<file path="src/rtl/demux14_pkg.sv">
// Shared types and constants for the demux14 TDM receive path.
package demux14_pkg;

  localparam int unsigned NUM_CH = 4;
  localparam int unsigned SLOT_W = 2;

  typedef enum logic {
    HUNT,
    RECV
  } state_t;

  localparam logic [SLOT_W-1:0] LAST_SLOT = 2'd3;

endpackage

</file>
<file path="src/rtl/demux14_slot_ctr.sv">
// Framing FSM and slot counter for the demux14 receiver.
// Emits store/complete strobes for the datapath and a registered sync_err pulse.
module demux14_slot_ctr
  import demux14_pkg::*;
(
  input  logic              clk,
  input  logic              rst_n,
  input  logic              in_valid,
  input  logic              in_sof,
  output logic [SLOT_W-1:0] slot,
  output logic              store_en,
  output logic              frame_done,
  output logic              sync_err
);

  state_t state;

  // Strobes are combinational so the datapath captures on the same edge as the FSM advances.
  always_comb begin
    store_en   = in_valid && (in_sof || (state == RECV));
    frame_done = in_valid && !in_sof && (state == RECV) && (slot == LAST_SLOT);
  end

  always_ff @(posedge clk or negedge rst_n) begin
    if (!rst_n) begin
      state    <= HUNT;
      slot     <= '0;
      sync_err <= 1'b0;
    end else begin
      sync_err <= 1'b0;
      if (in_valid) begin
        if (in_sof) begin
          sync_err <= (state == RECV);
          slot     <= SLOT_W'(1);
          state    <= RECV;
        end else if (state == RECV) begin
          if (slot == LAST_SLOT) begin
            slot  <= '0;
            state <= HUNT;
          end else begin
            slot <= slot + SLOT_W'(1);
          end
        end
      end
    end
  end

endmodule

</file>
<file path="src/rtl/demux14_tdm_rx.sv">
// Receive end of the 4:1 TDM link: shadow-buffers one frame and presents a..d together.
// Optional DEMUX14_ERRCNT_EN adds a saturating 8-bit sync-error counter output err_cnt.
module demux14_tdm_rx
  import demux14_pkg::*;
#(
  parameter int unsigned WIDTH = 8
) (
  input  logic              clk,
  input  logic              rst_n,
  input  logic              in_valid,
  input  logic              in_sof,
  input  logic [WIDTH-1:0]  in_data,
  output logic [WIDTH-1:0]  a,
  output logic [WIDTH-1:0]  b,
  output logic [WIDTH-1:0]  c,
  output logic [WIDTH-1:0]  d,
  output logic              out_valid,
  output logic [SLOT_W-1:0] slot,
`ifdef DEMUX14_ERRCNT_EN
  output logic [7:0]        err_cnt,
`endif
  output logic              sync_err
);

  logic              store_en;
  logic              frame_done;
  logic [SLOT_W-1:0] wr_idx;
  logic [WIDTH-1:0]  shadow0, shadow1, shadow2;

  demux14_slot_ctr u_slot_ctr (
    .clk        (clk),
    .rst_n      (rst_n),
    .in_valid   (in_valid),
    .in_sof     (in_sof),
    .slot       (slot),
    .store_en   (store_en),
    .frame_done (frame_done),
    .sync_err   (sync_err)
  );

  // An SOF always lands in slot 0, whatever slot the counter currently expects.
  always_comb wr_idx = in_sof ? '0 : slot;

  always_ff @(posedge clk or negedge rst_n) begin
    if (!rst_n) begin
      shadow0   <= '0;
      shadow1   <= '0;
      shadow2   <= '0;
      a         <= '0;
      b         <= '0;
      c         <= '0;
      d         <= '0;
      out_valid <= 1'b0;
    end else begin
      out_valid <= frame_done;
      if (frame_done) begin
        a <= shadow0;
        b <= shadow1;
        c <= shadow2;
        d <= in_data;
      end else if (store_en) begin
        case (wr_idx)
          2'd0:    shadow0 <= in_data;
          2'd1:    shadow1 <= in_data;
          2'd2:    shadow2 <= in_data;
          default: ;
        endcase
      end
    end
  end

`ifdef DEMUX14_ERRCNT_EN
  always_ff @(posedge clk or negedge rst_n) begin
    if (!rst_n) begin
      err_cnt <= '0;
    end else if (sync_err && (err_cnt != '1)) begin
      err_cnt <= err_cnt + 8'd1;
    end
  end
`endif

endmodule

</file>
<file path="config.mk">
export PLATFORM = sky130hd
export DESIGN_NAME = demux14_tdm_rx
export DESIGN_NICKNAME = d
export VERILOG_FILES = /design/src/rtl/demux14_pkg.sv /design/src/rtl/demux14_slot_ctr.sv /design/src/rtl/demux14_tdm_rx.sv
export SDC_FILE = /design/constraint.sdc
export NUM_CORES = 1
export LEC_CHECK = 0
export ABC_AREA = 1
export BUFFER_PORTS_ARGS = -buffer_cell sky130_fd_sc_hd__clkbuf_2
export CORE_UTILIZATION = 25
export DETAILED_ROUTE_END_ITERATION = 16
export GPL_TIMING_DRIVEN = 0
export PLACE_DENSITY_LB_ADDON = 0.25
export RECOVER_POWER = 25
export SYNTH_ARGS = -nofsm -noshare
export SYNTH_HDL_FRONTEND = slang
export SYNTH_SLANG_ARGS = --single-unit
</file>
<file path="constraint.sdc">
create_clock -name clk -period 1.5 [get_ports clk]
set_clock_uncertainty 0.15 [all_clocks]
set_input_delay 0.3 -clock clk [delete_from_list [all_inputs] [get_ports clk]]
set_output_delay 0.3 -clock clk [all_outputs]
set_load 0.02 [all_outputs]
</file>
==> flow_metrics.py <==
metrics = {
    "synthesis": {
        "synth.net_count": 280,
        "synthDominantAreaCellType": "dfrtp_1",
        "post_synth_and_or_nand_nor_area_fraction": 0.3399,
        "post_synth_inst_count": 267,
        "synth_adder_area_share": 0.004919,
        "synth_area_per_cell_um2": 9.527,
        "post_synth_main_area_contributors": "dfrtp_1 60%, nand2_1 22%, nand4_1 5.9%, buf_6 2.2%, nand3_4 2.1%",
        "synth-compound-area-share": 0.005411,
        "yosys-mux-area-fraction": 0,
        "synth.ff_latch_count": 61,
        "synth_xor_area_frac": 0,
        "syn-cell-area_um2": 2544,
        "synth_top_family_by_area": "simple AND/OR/NAND/NOR gates",
        "synth_top_area_frac": 0.6001,
        "seq_area_frac_synth": 0.6001,
        "synth.yosys.warnings": 0,
        "yosysUniqueCellTypes": 19,
    },
    "timing": {
        "slew_margin_rel": 0.4718,
        "report.final.setup_viol": 0,
        "maxClockFrequency_mhz": 699.6,
        "tightestPinTransition_ns": 0.7923,
        "finalSetupTns_ns": 0,
        "rsz0062_at_grt": "false",
        "layout_worst_path_cycle_share": 0.9529,
        "holdWs_ns": 0.04057,
        "final_max_slew_viol_count": 0,
        "hold_violations": 0,
        "post-route-min-period_ns": 1.429,
    },
    "cts": {
        "ctsHtreeMaxLevel": 3,
        "clkSinkCount": 61,
        "clkSlewWorstSetupHoldPaths_ns": 0.07,
        "clk_root_buffer_cell": "clkbuf_8",
        "tritoncts": "yes",
        "cts_buffers": 9,
        "clk_latency_ns": 0.34,
        "cts_max_path_buffers": 2,
    },
    "placed_design": {
        "dp_hpwl_mm": 4.144,
        "port_buffers": 47,
        "place_congestion": 0.7516,
        "placed_cells_incl_taps": 447,
    },
    "route": {
        "number_of_remaining_drc_errors": 0,
        "routed-wl-met2_mm": 2.679,
        "drt-met1-wl_mm": 2.984,
        "wl_per_cell_um": 12.94,
        "detailedRoute.firstIterationViolations": 87,
        "route.detailed.vias_per_inst": 4.244,
        "drt_pre_antenna_iters": 4,
        "ant_nets": 0,
        "dr.max_layer_used": "met4",
        "vias": 1986,
        "dr_wl_met3_um": 293,
        "finalWirelength_mm": 6.057,
    },
    "worst_setup_path": {
        "critical_path_class": "reg2reg",
        "critPathMaxStageDelay_ns": 0.45,
        "timing.critical_path.arrival_ns": 1.51,
        "critPathMostFrequentCell": "nand2_1",
        "critical_path_fanout_max": 9,
        "critical_path.cell_chain": "buf_4 > buf_12 > nor2_8 > nand3_4 > nand2_1 > nand2_1",
        "crit_path_top_delay_cell": "dfrtp_2",
        "crit_required_ns": 1.59,
        "worst_setup_path_end_kind": "flip-flop",
        "critical_path.startpoint_type": "flip-flop",
    },
    "global_routing": {
        "number_of_antenna_violations_at_the_first_check_in_global_routing": 0,
        "grt_first_pass_wirelength_mm": 9.839,
        "first_global_vias": 1968,
        "grt_util_all_layers": 0.1272,
        "pin_count_of_the_biggest_net_entering_global_routing": 62,
        "global_route.overflow_total": 0,
    },
    "die": {
        "placeableCoreArea_um2": 9819,
        "initial_core_util": 0.2590,
        "die-width_um": 102.9,
        "die_ar_um2": 10580,
        "chipHeight_um": 102.9,
        "ioPinCount": 48,
        "placementRows": 36,
    },
    "power": {
        "power_leakage_uw": 0.001695,
        "vdd_drop_max_mv": 0.5985,
        "power_density_nw_per_um2": 1680,
    },
    "hold_path": {
        "worst_hold_path_type": "in2reg",
    },
    "finish": {
        "multiInputGateArea_um2": 920.9,
        "drive_above_1_share": 0.2179,
        "sequential_cell_area_um2": 1529,
        "layout.filler_cells": 1091,
        "area.growth.synth_to_final_pct": 25.82,
        "fin_nets": 343,
        "insertedDiodeCount": 0,
        "final_cell_count_no_fill": 468,
    },
    "run": {
        "max-cap-violations": 0,
    },
    "outcome": {
        "run_status": "complete, no violations",
    },
}
[stage by stage]
stage                 util  instance area (µm²)  setup WS [ns]  power [µW]
finish              0.3259                 3201        0.07061        5377
global route        0.3259                 3201       0.002720        5770
CTS                 0.3275                 3216        0.04271        5503
detailed placement  0.3025                 2970       -0.06453        4101
global placement    0.3022                 2968        -0.4951        4075
floorplan                -                 2566        0.01726        3544
[placed cells by master, fill, tap and decap left out, types with 3 or more instances in the layout]
cell and instances:
clkbuf_2 23, nand3_1 3, buf_6 6, clkinv_2 4, nand4_1 24, clkbuf_8 10
buf_4 4, nand3_4 4, nand2_1 149, clkbuf_1 23, dfrtp_1 59, nand2_2 4
[final timing paths]
check                                          startpoint                             end  slack [ns]  depth (start not counted)
max                        u_slot_ctr.slot[0]$_DFFE_PN0P_          shadow2[4]$_DFFE_PN0P_        0.07                          6
min                                              in_valid    u_slot_ctr.state$_DFFE_PN0P_        0.04                          2
max reg2reg                u_slot_ctr.slot[0]$_DFFE_PN0P_          shadow2[4]$_DFFE_PN0P_        0.07                          6
min reg2reg                        shadow0[2]$_DFFE_PN0P_          shadow0[2]$_DFFE_PN0P_        0.32                          2
max in group asynchronous                           rst_n  u_slot_ctr.slot[1]$_DFFE_PN0P_        0.20                          2
min in group asynchronous                           rst_n                b[7]$_DFFE_PN0P_        0.44                          2
[routing by layer]
layer / vias to the layer above / track usage
li1: 986 / -
met1: 946 / 0.1705
met2: 43 / 0.1882
met3: 11 / 0.04068
met4: 0 / 0.05525
met5: - / 0
[worst max-delay path, delay by kind of cell, from the launching register on]
family,cells,cell delay (ns)
simple gates,4,0.44
buf+inv,2,0.28
flops,1,0.45
[cell type report]
| cell class | count | area share |
|---|---|---|
| Multi-Input combinational cell | 191 | 0.2877 |
| Clock inverter | 6 | 0.01173 |
| Inverter | 4 | 0.006255 |
| Sequential cell | 61 | 0.4777 |
| Tap cell | 133 | 0.05199 |
| Clock buffer | 10 | 0.04300 |
| Buffer | 11 | 0.03597 |
| Timing Repair Buffer | 52 | 0.08561 |
[registers in the layout, indices dropped and copies added (netlist names)]
signal,flops
a,8
b,8
c,8
d,8
out_valid,1
shadow0,8
shadow1,8
shadow2,8
u_slot_ctr.slot,2
u_slot_ctr.state,1
u_slot_ctr.sync_err,1
[repair_timing]
item,CTS,global route
buffers inserted,4,0
hold buffers,1,0
resized for setup,1,6
setup endpoints to repair,54,34
hold endpoints to repair,61,0
pin swaps,0,0
[cells by family (layout without fill, tap and decap cells)]
logic type | Yosys count | count (layout)
AOI/OAI and AO/OA | 2 | 2
adders and majority gates | 1 | 1
and+or+nand+nor | 188 | 188
DFF | 61 | 61
buffers and inverters | 15 | 83
[power breakdown]
part / internal [µW] / total (µW) / switching, µW / leakage, µW
Sequential: 2220 / 2530 / 316 / 0.000791
Combinational: 538 / 1540 / 1000 / 0.000809
Clock: 640 / 1300 / 665 / 0.0000962
[Yosys cell counts]
library cell,count
nor2_8,2
inv_1,1
buf_8,2
nand4_1,24
o21ai_0,1
nor2_1,1
inv_2,2
nand3_2,1
buf_6,5
nand2_1,148
nand2_2,6
nand3_1,3
buf_2,3
ha_1,1
inv_4,1
buf_4,1
o21ai_2,1
dfrtp_1,61
nand3_4,3
No activity file was read; power rests on OpenSTA's default activity.
